--- src/rtl/stage_e.sv ---
// -----------------------------------------------------------------------------
// stage_e : execute stage of the combined ARM / RISC-V pipeline.
//
// Holds the D->E pipeline register, selects forwarded operands, runs the
// 32-bit ALU, keeps the ARM NZCV flags register and evaluates the ARM
// condition field, and resolves branches (PCSrcE / PCTargetE) for fetch.
//
// Ports
//   clk, rst        clock, asynchronous active-high reset
//   arm             1 = ARM mode, 0 = RISC-V mode (static while running)
//   *D inputs       decode-stage data, indices and controls
//   ForwardAE/BE    operand selects: 00 reg, 01 ResultW, 10 ALUResultM, 11 reg
//   ALUResultM,
//   ResultW         forwarding sources
//   FlushE          synchronous bubble insert into the E register
//   *E outputs      M-stage inputs plus the fetch redirect
// -----------------------------------------------------------------------------
module stage_e (
    input  logic        clk,
    input  logic        rst,
    input  logic        arm,
    input  logic [31:0] Rd1D,
    input  logic [31:0] Rd2D,
    input  logic [31:0] immextD,
    input  logic [31:0] PCD,
    input  logic [31:0] PCPlus4D,
    input  logic [4:0]  RdD,
    input  logic [4:0]  Rs1D,
    input  logic [4:0]  Rs2D,
    input  logic        RegWriteD,
    input  logic        MemWriteD,
    input  logic        BranchD,
    input  logic        ALUSrcD,
    input  logic        PCSrcD,
    input  logic        JumpD,
    input  logic [2:0]  ALUControlD,
    input  logic [1:0]  FlagWriteD,
    input  logic [3:0]  CondD,
    input  logic [1:0]  ResultSrcD,
    input  logic [1:0]  ForwardAE,
    input  logic [1:0]  ForwardBE,
    input  logic [31:0] ALUResultM,
    input  logic [31:0] ResultW,
    input  logic        FlushE,
    output logic [31:0] ALUResultE,
    output logic [31:0] WriteDataE,
    output logic [31:0] PCTargetE,
    output logic [31:0] PCPlus4E,
    output logic [4:0]  RdE,
    output logic [4:0]  Rs1E,
    output logic [4:0]  Rs2E,
    output logic        RegWriteE,
    output logic        MemWriteE,
    output logic        PCSrcE,
    output logic [1:0]  ResultSrcE
);

    typedef struct packed {
        logic [31:0] rd1;
        logic [31:0] rd2;
        logic [31:0] imm;
        logic [31:0] pc;
        logic [31:0] pc_plus4;
        logic [4:0]  rd;
        logic [4:0]  rs1;
        logic [4:0]  rs2;
        logic        reg_write;
        logic        mem_write;
        logic        branch;
        logic        alu_src;
        logic        pc_src;
        logic        jump;
        logic [2:0]  alu_ctl;
        logic [1:0]  flag_write;
        logic [3:0]  cond;
        logic [1:0]  result_src;
    } e_regs_t;

    e_regs_t     r_e;
    e_regs_t     w_d;
    logic [3:0]  r_nzcv;        // {N, Z, C, V}

    logic [31:0] w_src_a;
    logic [31:0] w_write_data;
    logic [31:0] w_src_b;
    logic [31:0] w_b_op;
    logic [32:0] w_sum;
    logic        w_is_sub;
    logic        w_is_addsub;
    logic [31:0] w_result;
    logic        w_alu_n;
    logic        w_alu_z;
    logic        w_alu_c;
    logic        w_alu_v;
    logic        w_cond_ex;

    assign w_d = '{rd1: Rd1D, rd2: Rd2D, imm: immextD, pc: PCD, pc_plus4: PCPlus4D,
                   rd: RdD, rs1: Rs1D, rs2: Rs2D,
                   reg_write: RegWriteD, mem_write: MemWriteD, branch: BranchD,
                   alu_src: ALUSrcD, pc_src: PCSrcD, jump: JumpD,
                   alu_ctl: ALUControlD, flag_write: FlagWriteD, cond: CondD,
                   result_src: ResultSrcD};

    // Pipeline register and flags. The flag update is driven by the
    // instruction already in E, so it still happens on a flushing edge.
    always_ff @(posedge clk or posedge rst) begin
        if (rst) begin
            r_e    <= '0;
            r_nzcv <= 4'b0000;
        end else begin
            if (arm && w_cond_ex) begin
                if (r_e.flag_write[1]) r_nzcv[3:2] <= {w_alu_n, w_alu_z};
                if (r_e.flag_write[0]) r_nzcv[1:0] <= {w_alu_c, w_alu_v};
            end
            if (FlushE) r_e <= '0;
            else        r_e <= w_d;
        end
    end

    // Operand forwarding; select 11 falls back to the register value.
    always_comb begin
        case (ForwardAE)
            2'b01:   w_src_a = ResultW;
            2'b10:   w_src_a = ALUResultM;
            default: w_src_a = r_e.rd1;
        endcase
        case (ForwardBE)
            2'b01:   w_write_data = ResultW;
            2'b10:   w_write_data = ALUResultM;
            default: w_write_data = r_e.rd2;
        endcase
    end

    assign w_src_b = r_e.alu_src ? r_e.imm : w_write_data;

    // Shared adder: subtraction is A + ~B + 1, so carry-out is not-borrow.
    assign w_is_sub    = (r_e.alu_ctl == 3'b001);
    assign w_is_addsub = (r_e.alu_ctl == 3'b000) || w_is_sub;
    assign w_b_op      = w_is_sub ? ~w_src_b : w_src_b;
    assign w_sum       = {1'b0, w_src_a} + {1'b0, w_b_op} + {32'd0, w_is_sub};

    always_comb begin
        case (r_e.alu_ctl)
            3'b000, 3'b001: w_result = w_sum[31:0];
            3'b010:         w_result = w_src_a & w_src_b;
            3'b011:         w_result = w_src_a | w_src_b;
            3'b100:         w_result = w_src_a ^ w_src_b;
            3'b101:         w_result = {31'd0, $signed(w_src_a) < $signed(w_src_b)};
            3'b110:         w_result = {31'd0, w_src_a < w_src_b};
            default:        w_result = 32'd0;
        endcase
    end

    assign w_alu_n = w_result[31];
    assign w_alu_z = (w_result == 32'd0);
    assign w_alu_c = w_is_addsub & w_sum[32];
    // Overflow: both adder inputs share a sign that the result lacks.
    assign w_alu_v = w_is_addsub & (w_src_a[31] == w_b_op[31]) & (w_result[31] != w_src_a[31]);

    // ARM condition evaluation against the registered flags.
    always_comb begin
        w_cond_ex = 1'b1;
        if (arm) begin
            case (r_e.cond)
                4'b0000: w_cond_ex = r_nzcv[2];
                4'b0001: w_cond_ex = ~r_nzcv[2];
                4'b0010: w_cond_ex = r_nzcv[1];
                4'b0011: w_cond_ex = ~r_nzcv[1];
                4'b0100: w_cond_ex = r_nzcv[3];
                4'b0101: w_cond_ex = ~r_nzcv[3];
                4'b0110: w_cond_ex = r_nzcv[0];
                4'b0111: w_cond_ex = ~r_nzcv[0];
                4'b1000: w_cond_ex = r_nzcv[1] & ~r_nzcv[2];
                4'b1001: w_cond_ex = ~r_nzcv[1] | r_nzcv[2];
                4'b1010: w_cond_ex = (r_nzcv[3] == r_nzcv[0]);
                4'b1011: w_cond_ex = (r_nzcv[3] != r_nzcv[0]);
                4'b1100: w_cond_ex = ~r_nzcv[2] & (r_nzcv[3] == r_nzcv[0]);
                4'b1101: w_cond_ex = r_nzcv[2] | (r_nzcv[3] != r_nzcv[0]);
                4'b1110: w_cond_ex = 1'b1;
                default: w_cond_ex = 1'b0;
            endcase
        end
    end

    assign ALUResultE = w_result;
    assign WriteDataE = w_write_data;
    assign PCPlus4E   = r_e.pc_plus4;
    assign RdE        = r_e.rd;
    assign Rs1E       = r_e.rs1;
    assign Rs2E       = r_e.rs2;
    assign ResultSrcE = r_e.result_src;
    assign RegWriteE  = r_e.reg_write & w_cond_ex;
    assign MemWriteE  = r_e.mem_write & w_cond_ex;
    assign PCSrcE     = arm ? (r_e.pc_src & w_cond_ex)
                            : (r_e.jump | (r_e.branch & w_alu_z));
    assign PCTargetE  = arm ? w_result : (r_e.pc + r_e.imm);

endmodule
--- config.mk ---
export PLATFORM = sky130hd
export DESIGN_NAME = stage_e
export DESIGN_NICKNAME = d
export VERILOG_FILES = /design/src/rtl/stage_e.sv
export SDC_FILE = /design/constraint.sdc
export NUM_CORES = 1
export LEC_CHECK = 0
export CORE_AREA = 2 2 250 252
export DETAILED_ROUTE_END_ITERATION = 8
export DIE_AREA = 0 0 252 254
export SYNTH_ARGS = -nofsm -noshare
export SYNTH_HDL_FRONTEND = slang
export SYNTH_SLANG_ARGS = --single-unit
--- constraint.sdc ---
create_clock -name clk -period 15.5 [get_ports clk]
set_clock_uncertainty 0.15 [all_clocks]
set_input_delay 4.65 -clock clk [delete_from_list [all_inputs] [get_ports clk]]
set_output_delay 4.65 -clock clk [all_outputs]
set_load 0.005 [all_outputs]
* Word-level counts from Yosys, hierarchy flattened *
Cells that the tools add are included.

storage, ports and cells
  register bits after elaboration = 196
  input port bits = 264
  logic and storage cells = 91

operators by class
  $add $sub $neg = 3
  $lt $le $gt $ge = 2
  eq/ne operators = 28
  mux-type cells = 10
  bitwise gates (word level) = 20
  reductions and logical operators = 8

operator list
  cell                number
  $mux 192            1
  $pmux 32 s6         1
  $pmux 32 s2         2
  $mux 32             3
  $lt 32x32->1        2
  $add 32x32->33      1
  $add 33x1->33       1
  $add 32x32->32      1
  $and 32x32->32      1
  $logic_not 32->1    1
  $not 32->32         1
  $or 32x32->32       1
  $xor 32x32->32      1
  $eq 4x4->1 const B  7
  $eq 4x3->1 const B  4
  $pmux 1 s15         1
  $and 1x1->1         9
  $eq 3x3->1 const B  3
  $eq 4x2->1 const B  2
  $eq 3x2->1 const B  2
  $eq 2x1->1 const B  2
  $eq 2x2->1 const B  2
  $eq 4x1->1 const B  1
  $logic_not 4->1     1
  11 further kinds    20

* Longest topological paths before layout *
Gate-level depths: netlist of the first run.

  word-level depth = 12
  gate-level depth with buffers = 22

* Least setup slack after synthesis of the first run *
No wires, ideal clock.

  path type = input port to output port
  start = in ForwardBE[0]
  end = out PCSrcE
  data arrival time = 9103 ps
  required time = 10700 ps
  path slack = 1597 ps
  stages = 21
  buffers on the path = 2
  path through = inv_1 -> ha_1 -> buf_4 -> clkbuf_1 -> nor2_1 -> a21oi_1 -> o21ai_0 -> xnor2_1 -> ha_1 -> and2b_2 -> o21bai_4 -> a211o_2 -> mux2i_1 -> or3_4 -> or4_1 -> or4_1 -> nor4_1 -> nor4b_2 -> nand4_1 -> nor4_2 -> a31o_1

on the way
  word-level cells in the longest chain between the ends = 12
  elaborated cells on any way between the ends = 18

RTL lines
  what                                             RTL line  text
  start: declaration                               41        input logic [1:0] ForwardBE,
  $eq 2x2->1 / $eq 2x1->1 (equally long branches)  127       case (ForwardBE)
  $pmux 32 s2 *                                    127
  $mux 32 *                                        134       assign w_src_b = r_e.alu_src ? r_e.imm : w_write_data;
  $not 32->32                                      139       assign w_b_op = w_is_sub ? ~w_src_b : w_src_b;
  $mux 32                                          139
  $add 32x32->33                                   140       assign w_sum = {1'b0, w_src_a} + {1'b0, w_b_op} + {32'd0, w_is_sub};
  $add 33x1->33                                    140
  $pmux 32 s6 *                                    143       case (r_e.alu_ctl)
  net ALUResultE[10]                               45        output logic [31:0] ALUResultE,
  $logic_not 32->1 *                               155       assign w_alu_z = (w_result == 32'd0);
  $and 1x1->1 *                                    195       : (r_e.jump | (r_e.branch & w_alu_z));
  $or 1x1->1 *                                     195
  $mux 1 *                                         194       assign PCSrcE = arm ? (r_e.pc_src & w_cond_ex)
  end: declaration                                 54        output logic PCSrcE,

The timed path passes the listed nets; every way through them passes the cells marked *.

* Worst setup path in the final report of the first run *
  start = in ForwardBE[0]
  end = out PCSrcE

on the way
  word-level cells in the longest chain between the ends = 12
  elaborated cells on any way between the ends = 18

RTL lines
  what                                             RTL line
  $eq 2x2->1 / $eq 2x1->1 (equally long branches)  127
  $pmux 32 s2 *                                    127
  $mux 32 *                                        134
  $not 32->32                                      139
  $mux 32                                          139
  $add 32x32->33                                   140
  $add 33x1->33                                    140
  $pmux 32 s6 *                                    143
  $logic_not 32->1 *                               155
  $and 1x1->1 *                                    195
  $or 1x1->1 *                                     195
  $mux 1 *                                         194

Mark *: on every way between the ends. The rest lies on a longest branch, timed or not.

==> metrics.md, run 1 <==
| Metric | Value |
|---|---|
| Synthesized flop and latch total | 196 |
| Post-Syn Nets | 2247 |
| Setup ws final | 192 ps |
| GR Util met1 | 0.271 |
| Slew HR | 0.286 |
| Residual DRC | 0 |
| Site Rows | 91 |
| Starting Density | 0.249 |
| Crit path cell chain | clkdlybuf4s50_1 -> inv_1 -> ha_4 -> buf_4 -> buf_4 -> a22oi_1 -> nor2_1 -> a21oi_1 -> o21ai_1 -> xnor2_1 -> ha_1 -> nand4_1 -> a2111o_1 -> nand4_1 -> nand3_1 -> or4_1 -> or4_4 -> nor4_2 -> buf_4 -> nor4b_2 -> nand4_1 -> nor4_4 -> a31o_1 -> clkdlybuf4s50_1 |
| Total Die Area | 64000 um2 |
| H-tree depth | 4 |
| LEAKAGE | 9.73 nW |
| Final Cycle Share | 0.988 |
| Sw Share | 0.367 |
| Seq/Total Area, Yosys | 0.322 |
| Switching pwr | 0.688 mW |
| Pre-antenna DRT Iters | 5 |
| CTS max path bufs | 2 |
| I/O Pins | 412 |
| WL/cell | 21.8 um |
| M2 GR Usage | 0.342 |
| Unique cell type count in the Yosys netlist | 78 |
| Core ar. | 61300 um2 |
| Number of buffers created by CTS | 17 |
| P_int | 1.19 mW |
| CP endpoint kind | output pin |
| Critical path arrival | 10510 ps |
| Mux share of post-synthesis cell area | 0.00780 |
| Final net count | 2706 |
| CP max stage delay | 530 ps |
| Run status | finished, final reports clean |
| Clock share of power | 0.263 |
| Simple-Gate Fraction of Synth Area | 0.199 |
| Compound-cell area share of the yosys netlist | 0.212 |
| Synthesized area | 15200 um2 |
| Minimum clock period | 15310 ps |
| Die Width | 252 um |
| Cells after synthesis | 1818 |
| Req. time, crit path | 10700 ps |
| Actual slew at the worst max-slew pin | 1070 ps |
| GRT Total Usage | 0.207 |
| Root Buffer Master | clkbuf_16 |
| GR Overflow Total | 0 |
| Part of the power in registers | 0.297 |
| Post-DR vias/cell | 4.90 |
| Most frequent cells in the layout | clkdlybuf4s50_1 (409), nor2b_1 (204), dfrtp_1 (195) |
| Vias in the first global route | 15310 |
| First-pass GRT wire length | 97900 um |
| Ys async rst share | 1.00 |
| CP max stage cell | or4_1 |
| Yosys warns | 0 |
| Final Hold Fails | 0 |
| Layout cells sized above 1 | 0.111 |
| Gpl congestion | 0.953 |
| Slew Limit Fails | 0 |
| Die Y-Extent | 254 um |
| Max Clock Freq | 0.0653 GHz |
| Largest family of logic cells by synthesized area | compound AO/OA/AOI/OAI gates |
| Most used flip-flop cell after synthesis | dfrtp_1 |
| Hold_buf cts | 0 |
| Pre-CTS WS | -76.6 ps |
| Initial antenna violation count | 8 |
| Clock Latency Late Sink | 510 ps |
| Pwr dens | 86.5 nW/um2 |
| Top fanout value on the critical path | 16 |
| Area Overhead vs Synth | 42.3% |
| Synth Area in Adders | 0.136 |
| Vias | 15088 |
| TritonCTS clock tree | yes |
| EDFF count, synth | 0 |
| XOR/XNOR share of the synthesized area | 0.0414 |
| Largest net degree at the start of global routing | 125 |
| Final setup viols | 0 |
| Clock sink count | 196 |
| Post-detail-place hpwl | 54800 um |
| Final Power | 1.88 mW |
| Syn avg cell area | 8.38 um2 |
| Crit Path Class | input pin to output pin |
| MaxCap Viol Count | 0 |
| Combinational power share | 0.440 |
| Most common cell after layout, fill and taps aside | clkdlybuf4s50_1 |
| DRT iter0 DRCs | 942 |
| Gr busiest metal | met2 |
| CP Launch Type | input pin |
| CTS clk-pin slew, worst paths | 90 ps |
| Met3 usage | 0.0467 |
| PortBufs | 411 |
| DRT Wirelength | 67200 um |
| Worst VDD drop | 0.0657 mV |
| DRT antenna net count | 0 |
| Min-Delay Path Class | flop to flop |
==> power groups by stage <==
| stage | Combinational [mW] | Sequential, mW | Clock [mW] |
|---|---|---|---|
| floorplan | 0.377 | 0.560 | 0 |
| global placement | 0.804 | 0.567 | 0 |
| detailed placement | 0.809 | 0.568 | 0 |
| CTS | 0.815 | 0.558 | 0.513 |
| global route | 0.889 | 0.561 | 0.530 |
| finish | 0.825 | 0.558 | 0.493 |
==> cell usage after synthesis (7+ instances only) <==
cell / n / share of area
nor2b_1: 204 / 0.084
inv_1: 134 / 0.033
a21o_1: 28 / 0.014
o22ai_1: 20 / 0.0082
o31ai_1: 10 / 0.0049
a211o_1: 7 / 0.0040
nand3_1: 19 / 0.0062
a22oi_1: 62 / 0.031
o21ai_0: 147 / 0.048
nor3_1: 10 / 0.0033
a211oi_1: 13 / 0.0064
clkbuf_1: 81 / 0.020
xor2_1: 19 / 0.011
xnor2_1: 53 / 0.030
o21a_1: 12 / 0.0059
a21oi_1: 134 / 0.044
ha_1: 163 / 0.13
nor2_1: 104 / 0.026
dfrtp_1: 196 / 0.32
a31oi_1: 9 / 0.0037
o21bai_1: 11 / 0.0054
or3_1: 13 / 0.0053
o221ai_1: 8 / 0.0046
or4_1: 9 / 0.0044
nand2b_1: 15 / 0.0062
buf_1: 7 / 0.0017
buf_4: 50 / 0.025
nand4_1: 9 / 0.0037
o211ai_1: 8 / 0.0039
and3_1: 11 / 0.0045
nand2_1: 151 / 0.037
==> critical path, delay by kind of cell <==
kind | cells | cell delay [ps]
AO/OA/AOI/OAI | 5 | 1160
adder cells (fa/ha/maj) | 2 | 510
buffers and inverters | 6 | 1650
XOR/XNOR | 1 | 200
AND/OR/NAND/NOR | 10 | 2310
==> area by class of cell <==
type	count	area (um2)
tap	790	988
timing repair buffer	581	5420
inverter	136	518
clock inverter	14	203
clock buffer	18	439
fill	6294	39600
sequential	196	4910
multi-input combinational	1345	9200
antenna	2	5.00
==> per-layer routing <==
| layer | vias up | part of all wire |
|---|---|---|
| li1 | 7129 | - |
| met1 | 7353 | 0.44 |
| met2 | 528 | 0.47 |
| met3 | 66 | 0.065 |
| met4 | 12 | 0.020 |
| met5 | - | 0.0013 |
==> through the flow <==
step / cell area, um2 / setup TNS (ps) / cells / util / hold WS (ps)
2_1_floorplan: 15200 / 0 / 1818 / - / 399
3_3_place_gp: 20900 / -57.5 / 3045 / 0.341 / 459
3_5_place_dp: 20900 / -76.6 / 3045 / 0.341 / 466
4_1_cts: 21600 / 0 / 3077 / 0.352 / 485
5_1_grt: 21700 / -15.5 / 3081 / 0.354 / 515
6_report: 21700 / 0 / 3082 / 0.354 / 476
==> registers in the layout, indices dropped and copies added, names as in the netlist <==
| register | cells |
|---|---|
| PCPlus4E | 32 |
| RdE | 5 |
| ResultSrcE | 2 |
| Rs1E | 5 |
| Rs2E | 5 |
| r_e | 143 |
| r_nzcv | 4 |
==> kinds of logic (layout without fill, tap and decap cells) <==
family | after synthesis | after routing
muxes | 10 | 10
other | 0 | 2
and+or+nand+nor | 582 | 582
xor gates and xnor gates | 72 | 72
adders and majority gates | 165 | 165
AOI/OAI and AO/OA | 516 | 516
buffers and inverters | 277 | 749
DFF | 196 | 196
==> timing repair <==
| item | 4_1_cts | 5_1_grt |
|---|---|---|
| setup buffers | 0 | 3 |
| pin swaps | 0 | 10 |
| resized for setup | 3 | 40 |
| gates cloned | 0 | 0 |
| endpoints found under the setup margin | 1 | 2 |
==> path summary, 6_finish.rpt <==
kind / startpoint / end / slack, ps / cells past startpoint
worst max-delay path: ForwardBE[0] / PCSrcE / 190 / 24
worst min-delay path: r_nzcv[2]$_DFFE_PP0P_ / r_nzcv[2]$_DFFE_PP0P_ / 480 / 1
worst max register to register: r_e[10]$_DFF_PP0_ / r_nzcv[2]$_DFFE_PP0P_ / 9650 / 19
worst min register to register: r_nzcv[2]$_DFFE_PP0P_ / r_nzcv[2]$_DFFE_PP0P_ / 480 / 1
max in group asynchronous: rst / r_e[13]$_DFF_PP0_ / 9060 / 3
min in group asynchronous: rst / PCPlus4E[18]$_DFF_PP0_ / 4560 / 2
Note: power is estimated with default switching activity, not from simulation.
==> inputs of run 2 (changes only) <==
--- a/config.mk
+++ b/config.mk
@@ -8,6 +8,8 @@
 export CORE_AREA = 2 2 250 252
 export DETAILED_ROUTE_END_ITERATION = 8
 export DIE_AREA = 0 0 252 254
+export RECOVER_POWER = 25
+export SKIP_CTS_REPAIR_TIMING = 1
 export SYNTH_ARGS = -nofsm -noshare
 export SYNTH_HDL_FRONTEND = slang
 export SYNTH_SLANG_ARGS = --single-unit
==> run 2 against run 1 <==
Effect of this change:
- the flow now finishes with violations (max-capacitance violations, max-slew violations)
- global-route usage unchanged
- register-to-register slack is essentially flat
- via count down 0.26%
- critical path depth stayed put
- sequential share of layout area barely moved
- count of clock-buffer cells in the layout is the same
- flip-flop and latch count did not move
- critical path type unchanged
- largest cell class unchanged
==> metrics.md, run 2 (same netlist as run 1, synthesis figures left out) <==
| Metric | Value |
|---|---|
| Run status | finished, violations left |
| Fin Hold WS | 476 ps (-0.00200 ps) |
| First-pass GRT wire length | 97900 um (about the same) |
| Slew Limit Fails | 221 (+221) |
| Largest net degree at the start of global routing | 125 (unchanged) |
| Minimum clock period | 15320 ps (+8.05 ps) |
| Vias in the first global route | 15306 (-0.026%) |
| MaxCap Viol Count | 2 (+2) |
| Crit path cell chain | clkdlybuf4s50_1 -> inv_1 -> ha_4 -> buf_4 -> buf_4 -> a22oi_1 -> nor2_1 -> a21oi_1 -> o21ai_1 -> xnor2_1 -> ha_1 -> nand4_1 -> a2111o_1 -> nand4_1 -> nand3_1 -> or4_1 -> or4_4 -> nor4_2 -> buf_4 -> nor4b_2 -> nand4_1 -> nor4_4 -> a31o_1 -> clkdlybuf4s50_1 |
| CP Launch Type | input pin |
| I/O Pins | 412 (unchanged) |
| Most common cell after layout, fill and taps aside | clkdlybuf4s50_1 |
| Layout fillers | 6298 (+0.064%) |
| Initial antenna violation count | 8 (unchanged) |
| Vias | 15049 (-0.26%) |
| Area post-placement | 20900 um2 (unchanged) |
| Final net count | 2706 (unchanged) |
| Site Rows | 91 (unchanged) |
| Non-filler cells, final | 3082 (unchanged) |
| Starting Density | 0.249 (unchanged) |
| Clock sink count | 196 (unchanged) |
| DRT antenna net count | 0 (unchanged) |
| R2R depth | 19 (unchanged) |
| Post-detail-place hpwl | 54800 um (unchanged) |
| CTS clk-pin slew, worst paths | 90 ps (about the same) |
| GRT Total Usage | 0.207 (unchanged) |
| PortBufs | 411 (unchanged) |
| H-tree depth | 4 (unchanged) |
| Max Clock Freq | 0.0653 GHz (about the same) |
| Post-DR vias/cell | 4.88 (-0.26%) |
| DRT iter0 DRCs | 956 (+1.5%) |
| Worst VDD drop | 0.0657 mV (about the same) |
| Area Overhead vs Synth | 42.2% (about the same) |
| Layout cells sized above 1 | 0.110 (-0.000437) |
| Largest register FFs | 143 (unchanged) |
| DRT Wirelength | 67200 um (about the same) |
| Pre-CTS WS | -76.6 ps (unchanged) |
| Placed cell count | 3045 (unchanged) |
| Req. time, crit path | 10700 ps (about the same) |
| TritonCTS clock tree | yes |
| Most frequent cells in the layout | clkdlybuf4s50_1 (408), nor2b_1 (204), dfrtp_1 (195) |
| Pwr dens | 86.6 nW/um2 (+0.13%) |
| Total Die Area | 64000 um2 (unchanged) |
| CP max stage cell | or4_1 |
| Final setup viols | 0 (unchanged) |
| Critical path arrival | 10520 ps (about the same) |
| Clock Latency Late Sink | 510 ps (about the same) |
| Setup ws final | 184 ps (-8.05 ps) |
| CP endpoint kind | output pin |
| Largest Register | r_e |
| Count of buffer and inverter cells on the critical path | 6 (unchanged) |
| Pre-antenna DRT Iters | 5 (unchanged) |
| WL/cell | 21.8 um (about the same) |
| Post-layout instance area | 21700 um2 (about the same) |
| Gpl congestion | 0.953 (unchanged) |
| GR Overflow Total | 0 (unchanged) |
| CTS max path bufs | 2 (unchanged) |
| Failing checks | max-capacitance violations, max-slew violations |
| Slew HR | -2.85 (-3.14) |
| Final Power | 1.88 mW (about the same) |
| Final Cycle Share | 0.988 (about the same) |
| Final Hold Fails | 0 (unchanged) |
| Die Y-Extent | 254 um (unchanged) |
| Number of buffers created by CTS | 17 (unchanged) |
| Crit-path leading delay family | simple AND/OR/NAND/NOR gates |
| Hold depth | 1 (unchanged) |
| Core ar. | 61300 um2 (unchanged) |
| Crit path depth | 24 (unchanged) |
| Die Width | 252 um (unchanged) |
| CP max stage delay | 530 ps (about the same) |
| Crit Path Class | input pin to output pin |
| Min-Delay Path Class | flop to flop |
| Top fanout value on the critical path | 16 (unchanged) |
| Root Buffer Master | clkbuf_16 |
| Actual slew at the worst max-slew pin | 5740 ps (+4670 ps) |
| Residual DRC | 0 (unchanged) |
| LEAKAGE | 9.72 nW (-0.11%) |
==> run 2: worst paths after layout <==
path,from,end,slack [ps]
worst max-delay path,ForwardBE[0],PCSrcE,180
worst min-delay path,r_nzcv[2]$_DFFE_PP0P_,r_nzcv[2]$_DFFE_PP0P_,480
worst max register to register,r_e[10]$_DFF_PP0_,r_nzcv[2]$_DFFE_PP0P_,9640
worst min register to register,r_nzcv[2]$_DFFE_PP0P_,r_nzcv[2]$_DFFE_PP0P_,480
max in group asynchronous,rst,r_e[13]$_DFF_PP0_,6210
min in group asynchronous,rst,PCPlus4E[18]$_DFF_PP0_,6220
==> run 2: power breakdown <==
| group | internal (mW) | leakage (nW) | total (mW) | switching [mW] |
|---|---|---|---|---|
| clock network | 0.253 | 0.313 | 0.493 | 0.240 |
| registers | 0.540 | 2.53 | 0.558 | 0.0181 |
| logic | 0.396 | 6.88 | 0.826 | 0.430 |
==> run 2: worst register-to-register path: stages, from the launching register on <==
cell      delay (ps)
dfrtp_1          770
nor2_1           120
buf_4            270
nand2_1          160
buf_4            520
xnor2_1          170
ha_1             350
o21ai_1          110
o21bai_4         200
a211o_2          300
mux2i_1          120
or3_4            360
or4_1            510
or4_4            450
nor4_2           140
buf_4            150
nor4b_2          190
nand4_1          210
nor4_4           360
mux2_2           210
==> run 2: cell type report <==
| class | count | area [um2] | share of cell area |
|---|---|---|---|
| multi-input combinational | 1345 | 9200 | 0.425 |
| antenna | 2 | 5.00 | 0.000231 |
| tap | 790 | 988 | 0.0456 |
| clock buffer | 18 | 439 | 0.0203 |
| inverter | 136 | 512 | 0.0236 |
| sequential | 196 | 4910 | 0.226 |
| timing repair buffer | 581 | 5420 | 0.250 |
| clock inverter | 14 | 203 | 0.00935 |
==> run 2: per-stage QoR <==
step | utilization | setup TNS, ps
floorplan | - | 0
global placement | 0.341 | -57.5
detailed placement | 0.341 | -76.6
CTS | 0.352 | -72.2
global route | 0.354 | -15.5
finish | 0.354 | 0
==> run 2: layer usage <==
layer  track usage  part of all wire  up-vias
met5             0            0.0013        -
met2         0.342              0.47      520
met3        0.0467             0.065       64
li1              -                 -     7127
met1         0.271              0.44     7326
met4        0.0587             0.020       12
==> inputs of run 3 (changes only) <==
--- a/config.mk
+++ b/config.mk
@@ -5,9 +5,10 @@
 export SDC_FILE = /design/constraint.sdc
 export NUM_CORES = 1
 export LEC_CHECK = 0
-export CORE_AREA = 2 2 250 252
+export CORE_AREA = 2 2 192 194
 export DETAILED_ROUTE_END_ITERATION = 8
-export DIE_AREA = 0 0 252 254
+export DIE_AREA = 0 0 194 196
+export PLACE_DENSITY = 0.74
 export RECOVER_POWER = 25
 export SKIP_CTS_REPAIR_TIMING = 1
 export SYNTH_ARGS = -nofsm -noshare
==> constraint.sdc (replaced) <==
create_clock -name clk -period 14 [get_ports clk]
set_clock_uncertainty 0.15 [all_clocks]
set_input_delay 4.2 -clock clk [delete_from_list [all_inputs] [get_ports clk]]
set_output_delay 4.2 -clock clk [all_outputs]
set_load 0.005 [all_outputs]
==> run 3 against run 2 <==
Effect of this change:
- the run still ends with max-capacitance violations, max-slew violations left
- flip-flop and latch count unchanged
- routed wire length down 5.6%
- final area up 3.1%
- sequential share of layout area down 0.69 points
- combinational power up 19%
- worst hold slack better by 23 ps
- total power up 13%
- clock power up 5.3%
- critical path depth down 3
- utilization up 27 points
- final cell count down 6.2%
==> metrics.md, run 3 (same netlist as run 1, synthesis figures left out) <==
| Metric | Value |
|---|---|
| CP endpoint kind | output pin |
| Placed cell count | 2854 (-6.3%) |
| GRT Total Usage | 0.328 (+0.121) |
| Slew Limit Fails | 228 (+3.2%) |
| Core ar. | 36100 um2 (-41%) |
| MaxCap Viol Count | 2 (unchanged) |
| Worst VDD drop | 0.105 mV (+60%) |
| Min-Delay Path Class | flop to flop |
| Largest register FFs | 143 (unchanged) |
| First-pass GRT wire length | 94500 um (-3.5%) |
| Slew HR | -2.51 (+0.335) |
| Final setup viols | 0 (unchanged) |
| Clock Latency Late Sink | 470 ps (-40 ps) |
| Fin Hold WS | 500 ps (+23.2 ps) |
| Actual slew at the worst max-slew pin | 5240 ps (-500 ps) |
| Failing checks | max-capacitance violations, max-slew violations |
| GR Overflow Total | 0 (unchanged) |
| Run status | finished, violations left |
| Top fanout value on the critical path | 16 (unchanged) |
| DRT Wirelength | 63400 um (-5.6%) |
| Most frequent cells in the layout | clkdlybuf4s50_1 (405), buf_4 (296), nor2b_1 (204) |
| Largest net degree at the start of global routing | 119 (-4.8%) |
| Minimum clock period | 13800 ps |
| CP Launch Point | ForwardAE[0] |
| Die Y-Extent | 196 um (-23%) |
| Vias in the first global route | 15740 (+2.8%) |
| Non-filler cells, final | 2890 (-6.2%) |
| CP Launch Type | input pin |
| Total Die Area | 38000 um2 (-41%) |
| Root Buffer Master | clkbuf_16 |
| LEAKAGE | 10.4 nW (+6.7%) |
| Gpl congestion | 1.01 (+6.4%) |
| Final net count | 2837 (+4.8%) |
| CTS max path bufs | 2 (unchanged) |
| H-tree depth | 4 (unchanged) |
| Starting Density | 0.422 (+0.174) |
| Clock sink count | 196 (unchanged) |
| Pre-antenna DRT Iters | 6 (+1) |
| Setup tns final | 0 ps (unchanged) |
| Area Overhead vs Synth | 46.7% |
| WL/cell | 21.9 um (+0.62%) |
| Layout cells sized above 1 | 0.167 (+0.0564) |
| Site Rows | 70 (-23%) |
| Post-DR vias/cell | 5.45 (+12%) |
| Multi-input gate area | 9320 um2 (+1.3%) |
| DRT iter0 DRCs | 1606 (+68%) |
| TritonCTS clock tree | yes |
| Die Width | 194 um (-23%) |
| Number of buffers created by CTS | 17 (unchanged) |
| Largest Register | r_e |
| Layout fillers | 3145 (-50%) |
| PortBufs | 411 (unchanged) |
| CTS clk-pin slew, worst paths | 70 ps (-20 ps) |
| Initial antenna violation count | 1 (-7) |
| Max Clock Freq | 0.0724 GHz |
| Register area | 4910 um2 (unchanged) |
| Most common cell after layout, fill and taps aside | clkdlybuf4s50_1 |
| Setup ws final | 197 ps (+13.5 ps) |
| Unrepaired setup endpoints after global routing | no |
| I/O Pins | 412 (unchanged) |
| Post-detail-place hpwl | 51300 um (-6.5%) |
| Crit Path Class | input pin to output pin |
| Critical path arrival | 9450 ps (-1070 ps) |
| Final Hold Fails | 0 (unchanged) |
| RR Startpoint | r_e[9]$_DFF_PP0_ |
| Req. time, crit path | 9650 ps (-1050 ps) |
| Pwr dens | 95.3 nW/um2 (+10%) |
| Pre-CTS WS | -676 ps (-600 ps) |
| DRT antenna net count | 0 (unchanged) |
| Residual DRC | 0 (unchanged) |
| Hold Startpoint | r_nzcv[2]$_DFFE_PP0P_ |
| Vias | 15763 (+4.7%) |
| Final Cycle Share | 0.986 |
-- run 3: cell count changes in the layout (fill, tap and decap cells not counted), sizes merged --
| cell | change |
|---|---|
| dlymetal6s2s | +2 |
| clkinv | +2 |
| buf | +131 |
| diode | -1 |
| clkinvlp | +2 |
| inv | -2 |
| bufinv | -1 |
| clkdlybuf4s50 | -3 |
-- run 3: final cells by class --
class,count,area share
multi-input cells,1345,0.417
inverters,136,0.0229
clock inverters,15,0.00834
clock buffers,17,0.0190
repair buffers,712,0.287
well taps,468,0.0262
diodes,1,0.000112
flip-flops and latches,196,0.220
-- run 3: per-layer routing --
metal | vias to the layer above | routed length (um) | track usage
met5 | - | 0 | 0
met4 | 0 | 1290 | 0.0825
met3 | 76 | 5500 | 0.0724
met2 | 662 | 28900 | 0.519
met1 | 7648 | 27700 | 0.455
li1 | 7377 | - | -
-- run 3: worst paths after layout --
| path | cells after the start | slack [ps] | endpoint |
|---|---|---|---|
| setup / recovery | 21 | 200 | PCSrcE |
| hold / removal | 1 | 500 | r_nzcv[2]$_DFFE_PP0P_ |
| setup reg to reg | 19 | 7660 | r_nzcv[2]$_DFFE_PP0P_ |
| hold reg to reg | 1 | 500 | r_nzcv[2]$_DFFE_PP0P_ |
| max in group asynchronous | 3 | 5350 | r_e[162]$_DFF_PP0_ |
| min in group asynchronous | 2 | 5660 | RdE[3]$_DFF_PP0_ |
-- run 3: report_power, final --
| part | leakage, nW | internal, mW | switching [mW] | total (mW) |
|---|---|---|---|---|
| sequential | 2.53 | 0.598 | 0.0243 | 0.622 |
| clock | 0.293 | 0.257 | 0.262 | 0.519 |
| combinational | 7.55 | 0.498 | 0.490 | 0.987 |
| total | 10.4 | 1.35 | 0.776 | 2.13 |
-- run 3: stage by stage --
stage,power [mW],cell area [um2],util
2_1_floorplan,1.04,15200,-
3_3_place_gp,1.57,21500,0.596
3_5_place_dp,1.58,21500,0.596
4_1_cts,2.10,22100,0.613
5_1_grt,2.23,22300,0.619
6_report,2.13,22300,0.619
-- run 3: worst max-delay path, cell delays in order --
cell and delay (ps):
clkdlybuf4s50_1 490, buf_4 110, ha_1 240, buf_4 280
a22oi_1 100, o21ai_1 450, ha_1 360, buf_4 170
a21o_1 210, or4_1 400, a211oi_1 260, buf_4 190
or4_4 130, nand4_1 140, a31oi_4 290, o211ai_1 220
nor4b_4 250, nand4_1 170, nor4_4 410, a31o_1 220
clkbuf_2 140
